===== src/rtl/fft_peak_detect.sv =====
// Per-bin power (re^2 + im^2) of a streamed FFT frame in a 3-stage pipeline,
// forwarding a bin-tagged power stream and reporting the peak bin once per frame.
module fft_peak_detect #(
  parameter int N       = 16,
  parameter int LOG2N   = 4,
  parameter int DW      = 16,
  parameter int BIT_REV = 0
) (
  input  logic               clk,
  input  logic               reset,
  input  logic               in_push,
  input  logic [DW-1:0]      in_real,
  input  logic [DW-1:0]      in_imag,
  output logic               in_stall,
  output logic               out_push_F,
  output logic [LOG2N-1:0]   out_bin_F,
  output logic [2*DW:0]      out_power_F,
  output logic               out_last_F,
  input  logic               out_stall,
  output logic               peak_valid_F,
  output logic [LOG2N-1:0]   peak_bin_F,
  output logic [2*DW:0]      peak_power_F,
  output logic               err_F
);

  localparam int PW = 2*DW + 1;

  function automatic logic [2*DW-1:0] sq(input logic signed [DW-1:0] x);
    logic signed [2*DW-1:0] xe;
    xe = {{DW{x[DW-1]}}, x};
    return xe * xe;
  endfunction

  function automatic logic [PW-1:0] add_pwr(input logic [2*DW-1:0] a,
                                            input logic [2*DW-1:0] b);
    return {1'b0, a} + {1'b0, b};
  endfunction

  function automatic logic [LOG2N-1:0] bitrev(input logic [LOG2N-1:0] x);
    logic [LOG2N-1:0] r;
    for (int i = 0; i < LOG2N; i++) r[i] = x[LOG2N-1-i];
    return r;
  endfunction

  logic             advance, accept;
  logic [LOG2N-1:0] cnt_q, cnt_d;

  logic [2*DW-1:0]  pre_p1_q, pre_p1_d, pim_p1_q, pim_p1_d;
  logic [LOG2N-1:0] bin_p1_q, bin_p1_d;
  logic             last_p1_q, last_p1_d, vld_p1_q, vld_p1_d;

  logic [PW-1:0]    pwr_p2_q, pwr_p2_d;
  logic [LOG2N-1:0] bin_p2_q, bin_p2_d;
  logic             last_p2_q, last_p2_d, vld_p2_q, vld_p2_d;

  logic             out_push_q, out_push_d, out_last_q, out_last_d;
  logic [LOG2N-1:0] out_bin_q, out_bin_d;
  logic [PW-1:0]    out_power_q, out_power_d;

  logic [PW-1:0]    max_q, max_d, cand_pwr, peak_power_q, peak_power_d;
  logic [LOG2N-1:0] max_bin_q, max_bin_d, cand_bin, peak_bin_q, peak_bin_d;
  logic             first_q, first_d, peak_valid_q, peak_valid_d, err_q, err_d;

  always_comb begin
    advance      = !out_stall;
    accept       = in_push & advance;
    cnt_d        = cnt_q;
    pre_p1_d     = pre_p1_q;
    pim_p1_d     = pim_p1_q;
    bin_p1_d     = bin_p1_q;
    last_p1_d    = last_p1_q;
    vld_p1_d     = vld_p1_q;
    pwr_p2_d     = pwr_p2_q;
    bin_p2_d     = bin_p2_q;
    last_p2_d    = last_p2_q;
    vld_p2_d     = vld_p2_q;
    out_push_d   = 1'b0;
    out_bin_d    = out_bin_q;
    out_power_d  = out_power_q;
    out_last_d   = out_last_q;
    max_d        = max_q;
    max_bin_d    = max_bin_q;
    first_d      = first_q;
    peak_valid_d = 1'b0;
    peak_bin_d   = peak_bin_q;
    peak_power_d = peak_power_q;
    err_d        = err_q | (in_push & out_stall);
    cand_pwr     = max_q;
    cand_bin     = max_bin_q;

    if (accept) cnt_d = cnt_q + LOG2N'(1);

    // Strict compare keeps the earlier arrival on ties; a frame's first sample always loads.
    if (first_q || (pwr_p2_q > max_q)) begin
      cand_pwr = pwr_p2_q;
      cand_bin = bin_p2_q;
    end

    if (advance) begin
      // Stage 1: squares of both components
      pre_p1_d  = sq(in_real);
      pim_p1_d  = sq(in_imag);
      bin_p1_d  = (BIT_REV != 0) ? bitrev(cnt_q) : cnt_q;
      last_p1_d = (cnt_q == LOG2N'(N-1));
      vld_p1_d  = accept;
      // Stage 2: power sum
      pwr_p2_d  = add_pwr(pre_p1_q, pim_p1_q);
      bin_p2_d  = bin_p1_q;
      last_p2_d = last_p1_q;
      vld_p2_d  = vld_p1_q;
      // Stage 3: output registers and peak tracking
      out_push_d  = vld_p2_q;
      out_bin_d   = bin_p2_q;
      out_power_d = pwr_p2_q;
      out_last_d  = last_p2_q;
      if (vld_p2_q) begin
        if (last_p2_q) begin
          peak_valid_d = 1'b1;
          peak_bin_d   = cand_bin;
          peak_power_d = cand_pwr;
          max_d        = '0;
          max_bin_d    = '0;
          first_d      = 1'b1;
        end else begin
          max_d        = cand_pwr;
          max_bin_d    = cand_bin;
          first_d      = 1'b0;
        end
      end
    end
  end

  always_ff @(posedge clk or posedge reset) begin
    if (reset) begin
      cnt_q        <= '0;
      vld_p1_q     <= 1'b0;
      vld_p2_q     <= 1'b0;
      out_push_q   <= 1'b0;
      out_bin_q    <= '0;
      out_power_q  <= '0;
      out_last_q   <= 1'b0;
      max_q        <= '0;
      max_bin_q    <= '0;
      first_q      <= 1'b1;
      peak_valid_q <= 1'b0;
      peak_bin_q   <= '0;
      peak_power_q <= '0;
      err_q        <= 1'b0;
    end else begin
      cnt_q        <= cnt_d;
      vld_p1_q     <= vld_p1_d;
      vld_p2_q     <= vld_p2_d;
      out_push_q   <= out_push_d;
      out_bin_q    <= out_bin_d;
      out_power_q  <= out_power_d;
      out_last_q   <= out_last_d;
      max_q        <= max_d;
      max_bin_q    <= max_bin_d;
      first_q      <= first_d;
      peak_valid_q <= peak_valid_d;
      peak_bin_q   <= peak_bin_d;
      peak_power_q <= peak_power_d;
      err_q        <= err_d;
    end
  end

  // Internal stage data is qualified by its valid, so it carries no reset.
  always_ff @(posedge clk) begin
    pre_p1_q  <= pre_p1_d;
    pim_p1_q  <= pim_p1_d;
    bin_p1_q  <= bin_p1_d;
    last_p1_q <= last_p1_d;
    pwr_p2_q  <= pwr_p2_d;
    bin_p2_q  <= bin_p2_d;
    last_p2_q <= last_p2_d;
  end

  assign in_stall     = out_stall;
  assign out_push_F   = out_push_q;
  assign out_bin_F    = out_bin_q;
  assign out_power_F  = out_power_q;
  assign out_last_F   = out_last_q;
  assign peak_valid_F = peak_valid_q;
  assign peak_bin_F   = peak_bin_q;
  assign peak_power_F = peak_power_q;
  assign err_F        = err_q;

endmodule


===== config.mk =====
export PLATFORM = sky130hd
export DESIGN_NAME = fft_peak_detect
export DESIGN_NICKNAME = d
export VERILOG_FILES = /design/src/rtl/fft_peak_detect.sv
export SDC_FILE = /design/constraint.sdc
export NUM_CORES = 2
export LEC_CHECK = 0
export ABC_AREA = 1
export BUFFER_PORTS_ARGS = -buffer_cell sky130_fd_sc_hd__buf_2
export CORE_MARGIN = 2
export CORE_UTILIZATION = 40
export DETAILED_ROUTE_END_ITERATION = 8
export GPL_ROUTABILITY_DRIVEN = 0
export PLACE_DENSITY = 0.63
export REMOVE_ABC_BUFFERS = 1
export SLEW_MARGIN = 10
export SYNTH_ARGS = -nofsm -noshare
export SYNTH_HDL_FRONTEND = slang
export SYNTH_SLANG_ARGS = --single-unit

===== constraint.sdc =====
create_clock -name clk -period 4.3 [get_ports clk]
set_input_delay 0.645 -clock clk [delete_from_list [all_inputs] [get_ports clk]]
set_output_delay 0.645 -clock clk [all_outputs]
set_load 0.02 [all_outputs]

==> flow_summary.yaml <==
run_status:
  outcome: "finished with violations"
  violations: "design-rule violations, negative setup slack"
yosys:
  yosysSeqAreaShare_pct: 21.0
  synth_flop_cell: "sky130_fd_sc_hd__dfrtp_1"
  share_of_the_synthesized_area_in_compound_gates_ao_oa_aoi_oai_pct: 5.42
  syn-instance-count: 3372
  post_synth_fa_ha_maj_area_fraction_pct: 42.1
  postSynth.asyncResetShare_pct: 53.7
  synth.avg_cell_area_um2: 8.76
  synth_top_family_by_area: "adder cells"
  synth-edff-count: 105
  synthXorXnorAreaFrac_pct: 3.56
  ys.warnings.count: 0
  synth.area.mux_share_pct: 0
  synth-seq-cells: 227
  synth_cell_type_count: 45
  synthesis.area_um2: 29600
  yosys.area_share.simple_pct: 15.0
sta:
  total_negative_slack_for_setup_checks_ns: -33.48
  rsz0062_at_grt: "true"
  timing.fmax_mhz: 188
  fin_ws_ns: -1.03
  tightest_slew_ns: 1.15
  finalHoldViolCount: 0
  slew_headroom_pct: 23.2
  clock_skew_after_layout_ns: 0.0176
  timing.hold.ws_ns: 0.377
  period_share_pct: 124
  final_max_slew_viol_count: 0
  report.final.setup_viol: 47
  final.min_clock_period_ns: 5.33
global_route:
  via_count_of_the_first_global_routing_pass: 24800
  grt_pass1_wl_um: 120000
  grt_use_total_pct: 19.3
  grt_antenna_before_repair: 0
  gr-total-overflow: 0
  grt_max_degree: 93
worst_setup_path:
  worst_path_maximum_fanout: 7
  timing.critical_path.arrival_ns: 5.59
  critical_path.cell_chain: "buf_12, buf_6, nand2_2, inv_2, fa_1, inv_2, fa_1, inv_1, fa_1, fa_1, fa_1, inv_1, fa_1, inv_2, ha_4, a21oi_4, buf_6, o21a_1, buf_4, o21bai_1, a21oi_2, nand2_1, nand2_1, nand2_1"
  timing.critical_path.slowest_stage_cell: "sky130_fd_sc_hd__fa_1"
  end_kind: "flop"
  dominant_delay_contributor_by_cell_family_on_the_critical_path: "adder cells"
  cp_slowest_stage_delay_ns: 0.55
  worst_setup_path_start_kind: "input port"
  crit_path_buffers_inverters: 9
  crit_required_ns: 4.56
  cp_common_cell: "sky130_fd_sc_hd__fa_1"
  worstSetupPathType: "in2reg"
route:
  drt_iter0_markers: 1339
  drt_pass1_iterations: 8
  drt.antenna.violating_nets: 0
  top_layer_used: "met4"
  post_route_wl_um: 73800
  detailroute.wirelength.met2_um: 38700
  met3_length_um: 2510
  route.detailed.drc: 19
  vias: 23400
  routedWlPerCell_um: 15.0
  avgViaCountPerCell: 4.76
  route.layer.met1.wl_um: 31000
placed_design:
  dpl.hpwl_um: 57500
  place.port_buffers: 114
  area_of_placed_instances_um2: 34200
cts:
  ctsHtreeMaxLevel: 1
  tritoncts_buffer_count: 24
  cts_tree: "yes"
  clockBufferDepth: 3
  clkTransAtPathRegs_ns: 0.06
  cts.hold.buffers_added: 0
  clock_insertion_delay_worst_skew_ns: 0.53
  ctsRootBufferMaster: "sky130_fd_sc_hd__clkbuf_16"
  cts.sink_count: 227
floorplan:
  die_w_um: 276
  initial_core_util_pct: 40.4
  rows: 99
  die_area_um2: 76100
  chipHeight_um: 276
  ios: 115
  core_area_um2: 73100
finish:
  layout-drive-gt1-share_pct: 31.7
  flow.area_growth_from_synthesis_pct: 32.4
  diodes: 0
  stdcell_area_um2: 39100
  layout.nets: 4689
flow_run:
  max-cap-violations: 0
worst_hold_path:
  hold_class: "in2async"
-- Yosys cell counts, types with 22 or more instances --
| cell type | instances | area, µm² |
|---|---|---|
| sky130_fd_sc_hd__fa_1 | 468 | 9370 |
| sky130_fd_sc_hd__nand3_2 | 30 | 300 |
| sky130_fd_sc_hd__nand3_1 | 136 | 681 |
| sky130_fd_sc_hd__nand2_1 | 694 | 2610 |
| sky130_fd_sc_hd__nand4_1 | 22 | 138 |
| sky130_fd_sc_hd__inv_1 | 878 | 3300 |
| sky130_fd_sc_hd__xor2_1 | 81 | 709 |
| sky130_fd_sc_hd__edfxtp_1 | 105 | 3150 |
| sky130_fd_sc_hd__o21ai_0 | 92 | 460 |
| sky130_fd_sc_hd__ha_1 | 246 | 3080 |
| sky130_fd_sc_hd__nor2_1 | 125 | 469 |
| sky130_fd_sc_hd__a21oi_1 | 118 | 591 |
| sky130_fd_sc_hd__xnor2_1 | 39 | 342 |
| sky130_fd_sc_hd__dfrtp_1 | 121 | 3030 |
| sky130_fd_sc_hd__clkbuf_1 | 77 | 289 |
-- stage by stage --
stage,utilization [%],worst slack [ns],cells
5_1_grt,53.5,-1.11,4916
2_1_floorplan,-,-1.73,3271
3_5_place_dp,46.7,-1.90,4776
3_3_place_gp,46.7,-1.82,4776
4_1_cts,51.7,-1.02,4881
6_report,53.5,-1.03,4916
-- sequential cells by signal (all words and copies together) (netlist names), 4 cells and up --
name,cells
max_q,33
peak_power_F,33
peak_bin_F,4
bin_p2_q,4
cnt_q,4
pre_p1_q,31
pwr_p2_q,33
max_bin_q,4
bin_p1_q,4
pim_p1_q,31
out_bin_F,4
out_power_F,33
-- timing repair --
| action | in CTS | in global routing |
|---|---|---|
| endpoints found under the hold margin | 0 | 0 |
| pin swaps | 225 | 190 |
| endpoints found under the setup margin | 49 | 51 |
| gates resized for setup | 629 | 289 |
| setup buffers | 66 | 36 |
-- cell type report --
type / instances / area [µm²]
fillers: 6321 / 34000
multi-input cells: 2165 / 22200
flip-flops and latches: 227 / 6210
repair buffers: 642 / 5440
inverters: 879 / 3340
well taps: 959 / 1200
clock buffers: 29 / 641
clock inverters: 15 / 129
-- cells by family after synthesis --
| family | count (synthesis) |
|---|---|
| AND/OR/NAND/NOR | 1048 |
| XOR/XNOR | 120 |
| adder cells (fa/ha/maj) | 714 |
| buffers and inverters | 980 |
| AO/OA/AOI/OAI | 283 |
| flip-flops | 227 |
-- cells in the final DEF (no fill, tap or decap), types with 9 or more instances in the layout --
master	count
sky130_fd_sc_hd__a21o_1	21
sky130_fd_sc_hd__a21oi_1	60
sky130_fd_sc_hd__a21oi_2	34
sky130_fd_sc_hd__a21oi_4	24
sky130_fd_sc_hd__buf_12	22
sky130_fd_sc_hd__buf_2	84
sky130_fd_sc_hd__buf_4	405
sky130_fd_sc_hd__buf_6	114
sky130_fd_sc_hd__buf_8	17
sky130_fd_sc_hd__clkbuf_16	25
sky130_fd_sc_hd__dfrtp_1	121
sky130_fd_sc_hd__edfxtp_1	105
sky130_fd_sc_hd__fa_1	424
sky130_fd_sc_hd__fa_2	44
sky130_fd_sc_hd__ha_1	192
sky130_fd_sc_hd__ha_4	51
sky130_fd_sc_hd__inv_1	767
sky130_fd_sc_hd__inv_2	98
sky130_fd_sc_hd__inv_4	13
sky130_fd_sc_hd__nand2_1	555
sky130_fd_sc_hd__nand2_2	92
sky130_fd_sc_hd__nand2_4	46
sky130_fd_sc_hd__nand3_1	120
sky130_fd_sc_hd__nand3_2	40
sky130_fd_sc_hd__nand4_1	22
sky130_fd_sc_hd__nor2_1	89
sky130_fd_sc_hd__nor2_2	16
sky130_fd_sc_hd__nor2_4	22
sky130_fd_sc_hd__nor3_1	10
sky130_fd_sc_hd__o21ai_0	60
sky130_fd_sc_hd__o21ai_1	12
sky130_fd_sc_hd__o21ai_2	16
sky130_fd_sc_hd__o21bai_1	16
sky130_fd_sc_hd__xnor2_1	30
sky130_fd_sc_hd__xnor2_2	9
sky130_fd_sc_hd__xor2_1	67
sky130_fd_sc_hd__xor2_2	14
-- per-layer routing --
layer / up-vias / track usage [%]
met1: 11600 / 24.9
met2: 436 / 35.3
li1: 11300 / -
met4: 0 / 4.24
met3: 112 / 1.33
met5: - / 0
-- worst paths after layout --
kind / end / slack (ns) / depth (start not counted) / startpoint
max: pim_p1_q[30] / -1.03 / 24 / in_imag[10]
min: out_power_F[24] / 0.38 / 2 / reset
max reg2reg: peak_power_F[28] / 1.36 / 12 / pwr_p2_q[23]
min reg2reg: bin_p2_q[2] / 0.42 / 0 / bin_p1_q[2]
max in group asynchronous: max_q[5] / 3.17 / 3 / reset
min in group clk: err_F / 0.41 / 3 / in_push
Power is left out: the tool's default activity adds up to more than one toggle a clock period on the data nets, which glitch-free logic cannot reach.
